==> src/rtl/alu_pkg.sv <==
// Shared EX-stage definitions: datapath width, ALU op encodings, forward select codes.
// No logic, so no latency; no flow control.
// No handshake of its own; the shift encodings are only meaningful when ALU_SHIFT_EN is defined.
package alu_pkg;

    localparam int XLEN = 32;

    typedef enum logic [2:0] {
        ALU_ADD = 3'b000,
        ALU_SUB = 3'b001,
        ALU_AND = 3'b010,
        ALU_OR  = 3'b011,
        ALU_XOR = 3'b100,
        ALU_SLT = 3'b101,
        ALU_SLL = 3'b110,
        ALU_SRL = 3'b111
    } alu_op_e;

    typedef enum logic [1:0] {
        FWD_REG  = 2'b00,
        FWD_W    = 2'b01,
        FWD_M    = 2'b10,
        FWD_RSVD = 2'b11
    } fwd_sel_e;

    // The reserved select code falls back to the register-file value.
    function automatic logic [XLEN-1:0] fwd_mux(
        input logic [1:0]      sel,
        input logic [XLEN-1:0] reg_val,
        input logic [XLEN-1:0] w_val,
        input logic [XLEN-1:0] m_val
    );
        case (fwd_sel_e'(sel))
            FWD_W:   fwd_mux = w_val;
            FWD_M:   fwd_mux = m_val;
            default: fwd_mux = reg_val;
        endcase
    endfunction

endpackage

==> src/rtl/alu.sv <==
// Combinational ALU core: add/sub/and/or/xor/slt, plus sll/srl when ALU_SHIFT_EN is defined.
// Latency: zero cycles, purely combinational.
// Backpressure: none; the enclosing stage owns all holding and flushing.
module alu
    import alu_pkg::*;
(
    input  logic [XLEN-1:0] SrcA,
    input  logic [XLEN-1:0] SrcB,
    input  logic [2:0]      ALUControl,
    output logic [XLEN-1:0] Result,
    output logic            Zero
);

    logic slt_bit;

    assign slt_bit = ($signed(SrcA) < $signed(SrcB));

    always_comb begin
        Result = '0;
        case (alu_op_e'(ALUControl))
            ALU_ADD: Result = SrcA + SrcB;
            ALU_SUB: Result = SrcA - SrcB;
            ALU_AND: Result = SrcA & SrcB;
            ALU_OR:  Result = SrcA | SrcB;
            ALU_XOR: Result = SrcA ^ SrcB;
            ALU_SLT: Result = {{(XLEN-1){1'b0}}, slt_bit};
`ifdef ALU_SHIFT_EN
            ALU_SLL: Result = SrcA << SrcB[4:0];
            ALU_SRL: Result = SrcA >> SrcB[4:0];
`endif
            default: Result = '0;
        endcase
    end

    assign Zero = (Result == '0);

endmodule

==> src/rtl/ex_alu_stage.sv <==
// EX stage: forwarding muxes, ALU, and the EX/MEM register (shifter enabled by ALU_SHIFT_EN).
// Latency: one cycle from EX inputs to M outputs; ZeroE is combinational.
// Backpressure: StallE holds the EX/MEM register; FlushE (wins over StallE) inserts a bubble.
module ex_alu_stage
    import alu_pkg::*;
(
    input  logic            clk,
    input  logic            reset,
    input  logic            ValidE,
    input  logic            StallE,
    input  logic            FlushE,
    input  logic [2:0]      ALUControlE,
    input  logic            ALUSrcE,
    input  logic [XLEN-1:0] RD1E,
    input  logic [XLEN-1:0] RD2E,
    input  logic [XLEN-1:0] ImmExtE,
    input  logic [4:0]      RdE,
    input  logic [XLEN-1:0] ResultW,
    input  logic [1:0]      ForwardAE,
    input  logic [1:0]      ForwardBE,
    output logic [XLEN-1:0] ALUResultM,
    output logic [XLEN-1:0] WriteDataM,
    output logic [4:0]      RdM,
    output logic            ValidM,
    output logic            ZeroE
);

    logic [XLEN-1:0] src_a, fwd_b, src_b, alu_result;
    logic [XLEN-1:0] alu_result_d, alu_result_q;
    logic [XLEN-1:0] write_data_d, write_data_q;
    logic [4:0]      rd_d, rd_q;
    logic            valid_d, valid_q;

    // The M-stage forward source is this stage's own register, so a dependent op issues back-to-back.
    assign src_a = fwd_mux(ForwardAE, RD1E, ResultW, alu_result_q);
    assign fwd_b = fwd_mux(ForwardBE, RD2E, ResultW, alu_result_q);
    assign src_b = ALUSrcE ? ImmExtE : fwd_b;

    alu u_alu (
        .SrcA       (src_a),
        .SrcB       (src_b),
        .ALUControl (ALUControlE),
        .Result     (alu_result),
        .Zero       (ZeroE)
    );

    always_comb begin
        alu_result_d = alu_result_q;
        write_data_d = write_data_q;
        rd_d         = rd_q;
        valid_d      = valid_q;
        if (FlushE || (!StallE && !ValidE)) begin
            alu_result_d = '0;
            write_data_d = '0;
            rd_d         = '0;
            valid_d      = 1'b0;
        end else if (!StallE) begin
            alu_result_d = alu_result;
            write_data_d = fwd_b;
            rd_d         = RdE;
            valid_d      = 1'b1;
        end
    end

    always_ff @(posedge clk or posedge reset) begin
        if (reset) begin
            alu_result_q <= '0;
            write_data_q <= '0;
            rd_q         <= '0;
            valid_q      <= 1'b0;
        end else begin
            alu_result_q <= alu_result_d;
            write_data_q <= write_data_d;
            rd_q         <= rd_d;
            valid_q      <= valid_d;
        end
    end

    assign ALUResultM = alu_result_q;
    assign WriteDataM = write_data_q;
    assign RdM        = rd_q;
    assign ValidM     = valid_q;

endmodule

==> config.mk <==
export PLATFORM = sky130hd
export DESIGN_NAME = ex_alu_stage
export DESIGN_NICKNAME = d
export VERILOG_FILES = /design/src/rtl/alu_pkg.sv /design/src/rtl/alu.sv /design/src/rtl/ex_alu_stage.sv
export SDC_FILE = /design/constraint.sdc
export NUM_CORES = 1
export LEC_CHECK = 0
export BUFFER_PORTS_ARGS = -buffer_cell sky130_fd_sc_hd__buf_2
export CORE_ASPECT_RATIO = 0.8
export CORE_UTILIZATION = 55
export CTS_CLUSTER_DIAMETER = 150
export DETAILED_ROUTE_END_ITERATION = 16
export PLACE_DENSITY_LB_ADDON = 0.25
export SLEW_MARGIN = 10
export SYNTH_ARGS = -nofsm -noshare
export SYNTH_HDL_FRONTEND = slang
export SYNTH_SLANG_ARGS = --single-unit
==> constraint.sdc <==
create_clock -name clk -period 12.4 [get_ports clk]
set_input_delay 2.48 -clock clk [delete_from_list [all_inputs] [get_ports clk]]
set_output_delay 2.48 -clock clk [all_outputs]
set_load 0.02 [all_outputs]
## Word level (Yosys, flattened, before mapping)

Cells that the tools add are included.

- Equal/unequal tests: 10
- Mux-type cells: 12
- Magnitude comparators: 1
- Reduce and logical (&&, ||, !) cells: 6
- Bitwise gates (word level): 3
- Add/subtract/negate cells: 2

Operator list:

| cell | number |
|---|---|
| $pmux W32 S6 | 1 |
| $mux W32 | 5 |
| $pmux W32 S2 | 2 |
| $add A32 B32 Y32 | 1 |
| $and A32 B32 Y32 | 1 |
| $logic_not A32 Y1 | 1 |
| $lt A32 B32 Y1 | 1 |
| $or A32 B32 Y32 | 1 |
| $sub A32 B32 Y32 | 1 |
| $xor A32 B32 Y32 | 1 |
| $mux W5 | 2 |
| $eq A3 B2 Y1 const B | 2 |
| $eq A3 B3 Y1 const B | 2 |
| $eq A2 B1 Y1 const B | 2 |
| $eq A2 B2 Y1 const B | 2 |
| $eq A3 B1 Y1 const B | 1 |
| $logic_not A3 Y1 | 1 |
| $logic_not A1 Y1 | 2 |
| $mux W1 | 2 |
| $ne A2 B1 Y1 const B | 1 |
| $logic_and A1 B1 Y1 | 1 |
| $logic_or A1 B1 Y1 | 1 |

- Register bits: 70
- Logic and storage cells: 38
- Input port bits: 146

## Logic depth before layout (Yosys ltp)

Gate-level depths: netlist of run 1.

- Depth in word-level cells: 7
- Mapped depth: 20
- Mapped depth without buffers: 20

## Modules after synthesis

A second synthesis of run 1 with hierarchy kept.

- Cell total of the unflattened synthesis: 1342
- Area, all modules: 10177.3 um2

By module, submodules not included:

| module | cells an instance | area each (um2) | sequential area each (um2) | instances |
|---|---|---|---|---|
| alu | 908 | 5885.6 | 0.0 | 1 |
| ex_alu_stage | 434 | 4291.6 | 1751.7 | 1 |

## Worst setup path after synthesis of run 1

OpenSTA, ideal clock, no wires.

- Kind: input to output
- From: input ForwardBE[0]
- To: output ZeroE
- Cell stages on the path: 19
- Slack: 2.953 ns
- Buffers on the path: 2
- Arrival time: 6.967 ns
- Path through: inv_1 > ha_1 > clkbuf_1 > clkbuf_1 > a21oi_1 > o21ai_0 > ha_1 > fa_1 > nor2_2 > o311ai_4 > a31oi_4 > or4_4 > nand4_2 > a21oi_2 > a41oi_1 > mux2_1 > a221oi_2 > nand3_1 > nor4bb_1

- Word-level cells in the longest chain between the ends: 6
- Elaborated cells between the ends (all ways): 12
- Those cells by class: add/sub: 2; order compare: 1; eq/ne: 2; mux: 3; bitwise: 3; reduce/logical: 1

Ends and longest elaborated chain:

| what | line | source |
|---|---|---|
| start: declaration | ex_alu_stage.sv:20 | `input logic [1:0] ForwardBE,` |
| $eq A2 B2 Y1 or $eq A2 B1 Y1 (tied branches) | alu_pkg.sv:33 | `case (fwd_sel_e'(sel))` |
| $pmux W32 S2 (*) | alu_pkg.sv:33 |  |
| $mux W32 (*) | ex_alu_stage.sv:37 | `assign src_b = ALUSrcE ? ImmExtE : fwd_b;` |
| $sub A32 B32 Y32 (tied with other cells) | alu.sv:22 | `ALU_SUB: Result = SrcA - SrcB;` |
| $pmux W32 S6 (*) | alu.sv:20 | `case (alu_op_e'(ALUControl))` |
| $logic_not A32 Y1 (*) | alu.sv:35 | `assign Zero = (Result == '0);` |
| end: declaration | ex_alu_stage.sv:25 | `output logic ZeroE` |

Every way passes the cells marked *; elsewhere a longest branch is shown, timed or not.

## Worst setup path in the final report of run 1

- From: input ForwardBE[1]
- To: output ZeroE

The elaborated chain is that of the path after synthesis.

==> results of run 1 <==
[flip-flops by register name (all words and copies together) (netlist names)]
| signal | cells |
|---|---|
| ValidM | 1 |
| WriteDataM | 32 |
| ALUResultM | 32 |
| RdM | 5 |
[synth_stat cells (5+ instances only)]
master    instances
nand2_1         189
o21ai_0         155
nor2_1          120
a21oi_1         118
ha_1            107
inv_1            99
dfrtp_1          70
a22oi_1          66
clkbuf_1         65
nand3_1          30
nor3_1           28
o211ai_1         19
a22o_1           17
nor2b_1          17
buf_2            16
o31ai_1          16
a21o_1           15
a211oi_1         14
xnor2_1          14
nand2b_1         12
nand4_1          10
buf_1             9
inv_2             9
or3_1             9
a31oi_1           8
mux2i_1           7
o21ai_1           7
o221ai_1          7
o22ai_1           7
o21bai_1          6
a21oi_2           5
a311oi_1          5
buf_4             5
buf_6             5
o21a_1            5
o31a_1            5
[worst reg2reg max path, delay by kind of cell, from the launching register on]
| kind | cells | cell delay, ns |
|---|---|---|
| flops | 1 | 0.42 |
| mux | 1 | 0.37 |
| fa+ha+maj | 1 | 0.53 |
| compound gates | 9 | 2.52 |
| simple gates | 4 | 0.92 |
[through the flow]
| step | setup WS [ns] | area, um^2 | hold WS [ns] | power [W] | utilization [%] |
|---|---|---|---|---|---|
| floorplan | 2.95 | 10100 | 0.590 | 0.000697 | - |
| global placement | 1.89 | 11100 | 0.455 | 0.000862 | 63.1 |
| detailed placement | 1.79 | 11100 | 0.466 | 0.000868 | 63.1 |
| CTS | 1.75 | 11500 | 0.479 | 0.00116 | 65.0 |
| global route | 1.16 | 11500 | 0.495 | 0.00124 | 65.0 |
| finish | 1.41 | 11500 | 0.476 | 0.00119 | 65.0 |
[power groups by stage]
stage,sequential [W],combinational (W),clock [W]
after global placement,0.000253,0.000609,0
after global routing,0.000251,0.000691,0.000299
after floorplan,0.000263,0.000434,0
final,0.000250,0.000648,0.000291
after detailed placement,0.000253,0.000615,0
after CTS,0.000249,0.000619,0.000291
[logic make-up (layout without fill, tap and decap cells)]
group | count (synthesis) | count (layout) | share of synthesized area [%]
XOR/XNOR | 17 | 17 | 1.55
other | 0 | 1 | 0
AO/OA/AOI/OAI | 543 | 543 | 36.5
buffers and inverters | 209 | 356 | 8.53
AND/OR/NAND/NOR | 460 | 460 | 21.2
multiplexers | 10 | 10 | 1.14
adder cells (fa/ha/maj) | 109 | 109 | 13.7
flip-flops | 70 | 70 | 17.4
[cell type report]
class                           instances  area, um^2  share of cell area [%]
Antenna cell                            1        2.50                  0.0218
Tap cell                              225         282                    2.46
Multi-Input combinational cell       1139        7500                    65.4
Clock buffer                            9         225                    1.96
Sequential cell                        70        1750                    15.3
Timing Repair Buffer                  231        1190                    10.4
Clock inverter                          7         103                   0.895
Inverter                              109         409                    3.57
[final timing paths]
check	startpoint	end	slack, ns	cells after the start
max in group asynchronous	reset	ALUResultM[23]	9.34	3
worst max register to register	ALUResultM[7]	ALUResultM[30]	7.49	15
min in group asynchronous	reset	RdM[3]	2.41	3
worst min-delay path	WriteDataM[21]	WriteDataM[21]	0.48	2
worst min register to register	WriteDataM[21]	WriteDataM[21]	0.48	2
worst max-delay path	ForwardBE[1]	ZeroE	1.41	21
[layer usage]
| metal | vias to the layer above | GRT usage [%] | wire, um |
|---|---|---|---|
| met5 | - | 0 | 0 |
| met4 | 0 | 9.50 | 760 |
| met3 | 70 | 14.6 | 6850 |
| met2 | 1017 | 59.9 | 16400 |
| met1 | 5617 | 62.4 | 17400 |
| li1 | 5380 | - | - |
==> metrics.txt, run 1 <==
WL/cell=23.1 um; ys flop type=dfrtp_1; ranking of synthesized cells by area=dfrtp_1 (17%), ha_1 (13%), o21ai_0 (7.7%), nand2_1 (7.0%), a21oi_1 (5.9%); post-synthesis register bit count=70; core box area=17600 um^2; 1st-pass router iterations=7; vias in the first global route=10600; CP endpoint kind=output pin; synthesized area per cell=7.12 um^2; Leakage=5.41 nW; final std cells w/o fill=1791; post-route minimum period=10.99 ns; clk sink count=70; setup TNS=0 ns; row count=43; IO Pins=217; post-cts sizing count=0; Synth Instances=1418; clock buffer depth=2; share of layout cells above drive strength 1=19.8%; CP Launch Type=primary input; Setup CP Type=primary input to output pin; Final setup violation count=0; Area Growth Syn to Fin=13.6%; gpl congestion=1.09; total track usage=42.8%; filler instances=1610; Buf/Inv on CP=4; Ys Warns=0; most frequent cells in the layout=buf_2 (216), nand2_1 (189), o21ai_0 (155); total number of vias=12100; Post-CTS Setup Inserts=0; clock latency on the worst-skew pair=0.34 ns; first-pass GRT wire length=61500 um; Tightest Hold Check Type=flop to flop; gr ovfl total=0; hpwl dp=31500 um; Max Clock Freq=91.0 MHz; top-area cell type share of the netlist area=17.4%; placed insts=1774; final worst-path cycle share=88.6%; delay-heaviest family, CP=compound AO/OA/AOI/OAI gates; power share of the combinational group=54.5%; die width=153 um; Cell Pwr Density=104 nW/um^2; ANT nets after route=0; Hold Fails Final Rpt=0; Worst slew margin=25.5%; synth unique cells=103; largest area contributor in the netlist=dfrtp_1; Clock Pin Slew Worst Setup and Hold Paths=0.06 ns; Post-Syn Area=10100 um^2; CTS root buf=clkbuf_16; Critical Path, Cell by Cell=buf_2, inv_1, ha_1, buf_4, a22oi_1, nor2_1, a21oi_1, o21ai_0, ha_1, nor2b_1, o31ai_1, a31oi_4, or4_4, nand4_2, a21oi_2, a41oi_1, mux2_1, a221oi_2, nand3_1, nor4bb_1, buf_2; Synth Net Count=1673; Slowest-stage cell, CP=o21ai_0; antenna violations before repair=1; Int Power=0.000631 W; Tightest Pin Transition=1.11 ns; largest net degree at the start of global routing=71; Post-synth EDFFs=0; Arr. time, crit path=8.51 ns; Max stage delay on crit path=0.83 ns; Initial Util=57.2%; Pins Over Slew Limit=0; initial DRC count=1770; number of I/O port buffers=216; CP required=9.92 ns; H-tree depth=3; DR DRC count=0; asr flop ratio synth=100%; max_cap viols=0; status=complete, no violations; sequential share of the synthesized area=17.4%; clock skew=0.0108 ns; final WL=41400 um; Avg Vias per Cell=6.75; Post-CTS Hold Buffers=0; Num CTS Buffers=9; Peak VDD IR=0.0000628 V; layout net count=1815; crit-path max FO=18; sequential power share=21.0%; unrepaired setup endpoints after global routing=no; Die H=123 um; commonest non-fill, non-tap cell in the layout=buf_2; Psw=0.000558 W; Clock Power Share=24.5%; die area=18900 um^2; Switching Share=46.9%; CTS tree=built
Power figures use the tool's default switching activity.
==> run 2, diff against run 1 <==
--- a/config.mk
+++ b/config.mk
@@ -7,9 +7,11 @@
 export LEC_CHECK = 0
 export BUFFER_PORTS_ARGS = -buffer_cell sky130_fd_sc_hd__buf_2
 export CORE_ASPECT_RATIO = 0.8
+export CORE_MARGIN = 2
 export CORE_UTILIZATION = 55
 export CTS_CLUSTER_DIAMETER = 150
 export DETAILED_ROUTE_END_ITERATION = 16
+export HOLD_SLACK_MARGIN = 0.06
 export PLACE_DENSITY_LB_ADDON = 0.25
 export SLEW_MARGIN = 10
 export SYNTH_ARGS = -nofsm -noshare
==> run 2 against run 1 <==
Compared with the run above: total power hardly changed; sequential power hardly changed; die area is 2.9% higher; highest routed layer unchanged; maximum frequency is 3.4% higher; global-route usage is 1.1 points lower; critical path type unchanged.
==> metrics.txt, run 2 (synthesis gave the netlist of run 1 again) <==
worst hold slack=0.476 ns; CP Launch Type=primary input; final std cells w/o fill=1794; clock latency on the worst-skew pair=0.34 ns; largest net degree at the start of global routing=71; Max Clock Freq=94.1 MHz; Die H=125 um; pre-CTS setup slack=1.89 ns; placed insts=1778; CP Launch Point=ForwardBE[0]; Worst slew margin=29.6%; IO Pins=217; total track usage=41.7%; Peak VDD IR=0.0000711 V; commonest non-fill, non-tap cell in the layout=buf_2; max_cap viols=0; Leakage=5.40 nW; Setup CP Type=primary input to output pin; gpl congestion=1.07; antenna violations before repair=0; Clock Pin Slew Worst Setup and Hold Paths=0.06 ns; worst setup margin=1.77 ns; Pins Over Slew Limit=0; Final setup violation count=0; Area Growth Syn to Fin=13.6%; ANT nets after route=0; share of layout cells above drive strength 1=19.8%; unrepaired setup endpoints after global routing=no; clock buffer depth=2; CP endpoint kind=output pin; Cell Pwr Density=104 nW/um^2; status=complete, no violations; CTS root buf=clkbuf_16; die width=155 um; clock skew=0.00928 ns; Num CTS Buffers=9; final worst-path cycle share=85.7%; CP required=9.92 ns; hpwl dp=32200 um; post-route minimum period=10.63 ns; setup TNS=0 ns; worst reg2reg setup slack=7.79 ns; gr ovfl total=0; Hold Fails Final Rpt=0; row count=44; crit-path max FO=43; Avg Vias per Cell=6.64; vias in the first global route=10800; 1st-pass router iterations=6; n_diodes=0; reg2reg end=ALUResultM[29]; Setup crit end=ZeroE; Tightest Pin Transition=1.04 ns; first-pass GRT wire length=63400 um; initial DRC count=1872; H-tree depth=3; R2R depth=16; Initial Util=55.9%; Post-CTS Setup Inserts=0; total number of vias=11900; CTS tree=built; Post-CTS Hold Buffers=0; WL/cell=23.2 um; clk sink count=70; worst r2r src=ALUResultM[12]; final WL=41700 um; layout net count=1814; post-cts sizing count=0; core box area=18100 um^2; Arr. time, crit path=8.15 ns; number of I/O port buffers=216; filler instances=1684; DR DRC count=0; most frequent cells in the layout=buf_2 (216), nand2_1 (189), o21ai_0 (155); die area=19500 um^2; Tightest Hold Check Type=flop to flop
[run 2: area by class of cell]
cell class | instances | area (um^2) | share of cell area [%]
clock buffer | 9 | 225 | 1.97
clock inverter | 7 | 96.3 | 0.841
inverter | 109 | 409 | 3.57
multi-input combinational | 1139 | 7500 | 65.5
sequential | 70 | 1750 | 15.3
tap | 230 | 288 | 2.51
timing repair buffer | 230 | 1190 | 10.4
[run 2: worst min path at each step]
stage                              start              to  slack, ns  depth (start not counted)
final                     WriteDataM[19]  WriteDataM[19]       0.48                          2
after global routing      WriteDataM[19]  WriteDataM[19]       0.49                          2
after CTS                 WriteDataM[17]  WriteDataM[17]       0.48                          2
after detailed placement  WriteDataM[17]  WriteDataM[17]       0.47                          2
after global placement    WriteDataM[30]  WriteDataM[30]       0.46                          2
after floorplan            WriteDataM[0]   WriteDataM[0]       0.59                          2
[run 2: power breakdown]
group	internal [W]	total, W	switching [W]
logic	0.000214	0.000653	0.000439
registers	0.000238	0.000250	0.0000111
clock network	0.000177	0.000287	0.000110
[run 2: worst max-delay path, cell delays in order]
cell and delay, ns:
buf_2 0.09, inv_1 0.04, ha_2 0.80, buf_4 0.37, a21oi_1 0.11, o21ai_0 0.41
ha_1 0.29, inv_1 0.08, fa_1 0.47, nand2b_4 0.18, a211oi_4 0.40, nor3_1 0.09
nor4_1 0.38, and4bb_1 0.25, nand4_1 0.11, nor4b_2 0.36, nand4_1 0.20, nor4_2 0.35
nand4_1 0.13, nor4bb_1 0.32, buf_2 0.22
[run 2: through the flow]
step	util, %	power [W]	instance area (um^2)
global route	63.5	0.00124	11500
finish	63.5	0.00119	11500
CTS	63.5	0.00116	11500
global placement	61.7	0.000868	11100
floorplan	-	0.000697	10100
detailed placement	61.7	0.000873	11100
[run 2: per-layer routing]
layer	routed length (um)	global-route usage, %
met1	17700	62.4
met2	16200	56.2
met3	6750	14.5
met4	1030	10.6
met5	0	0
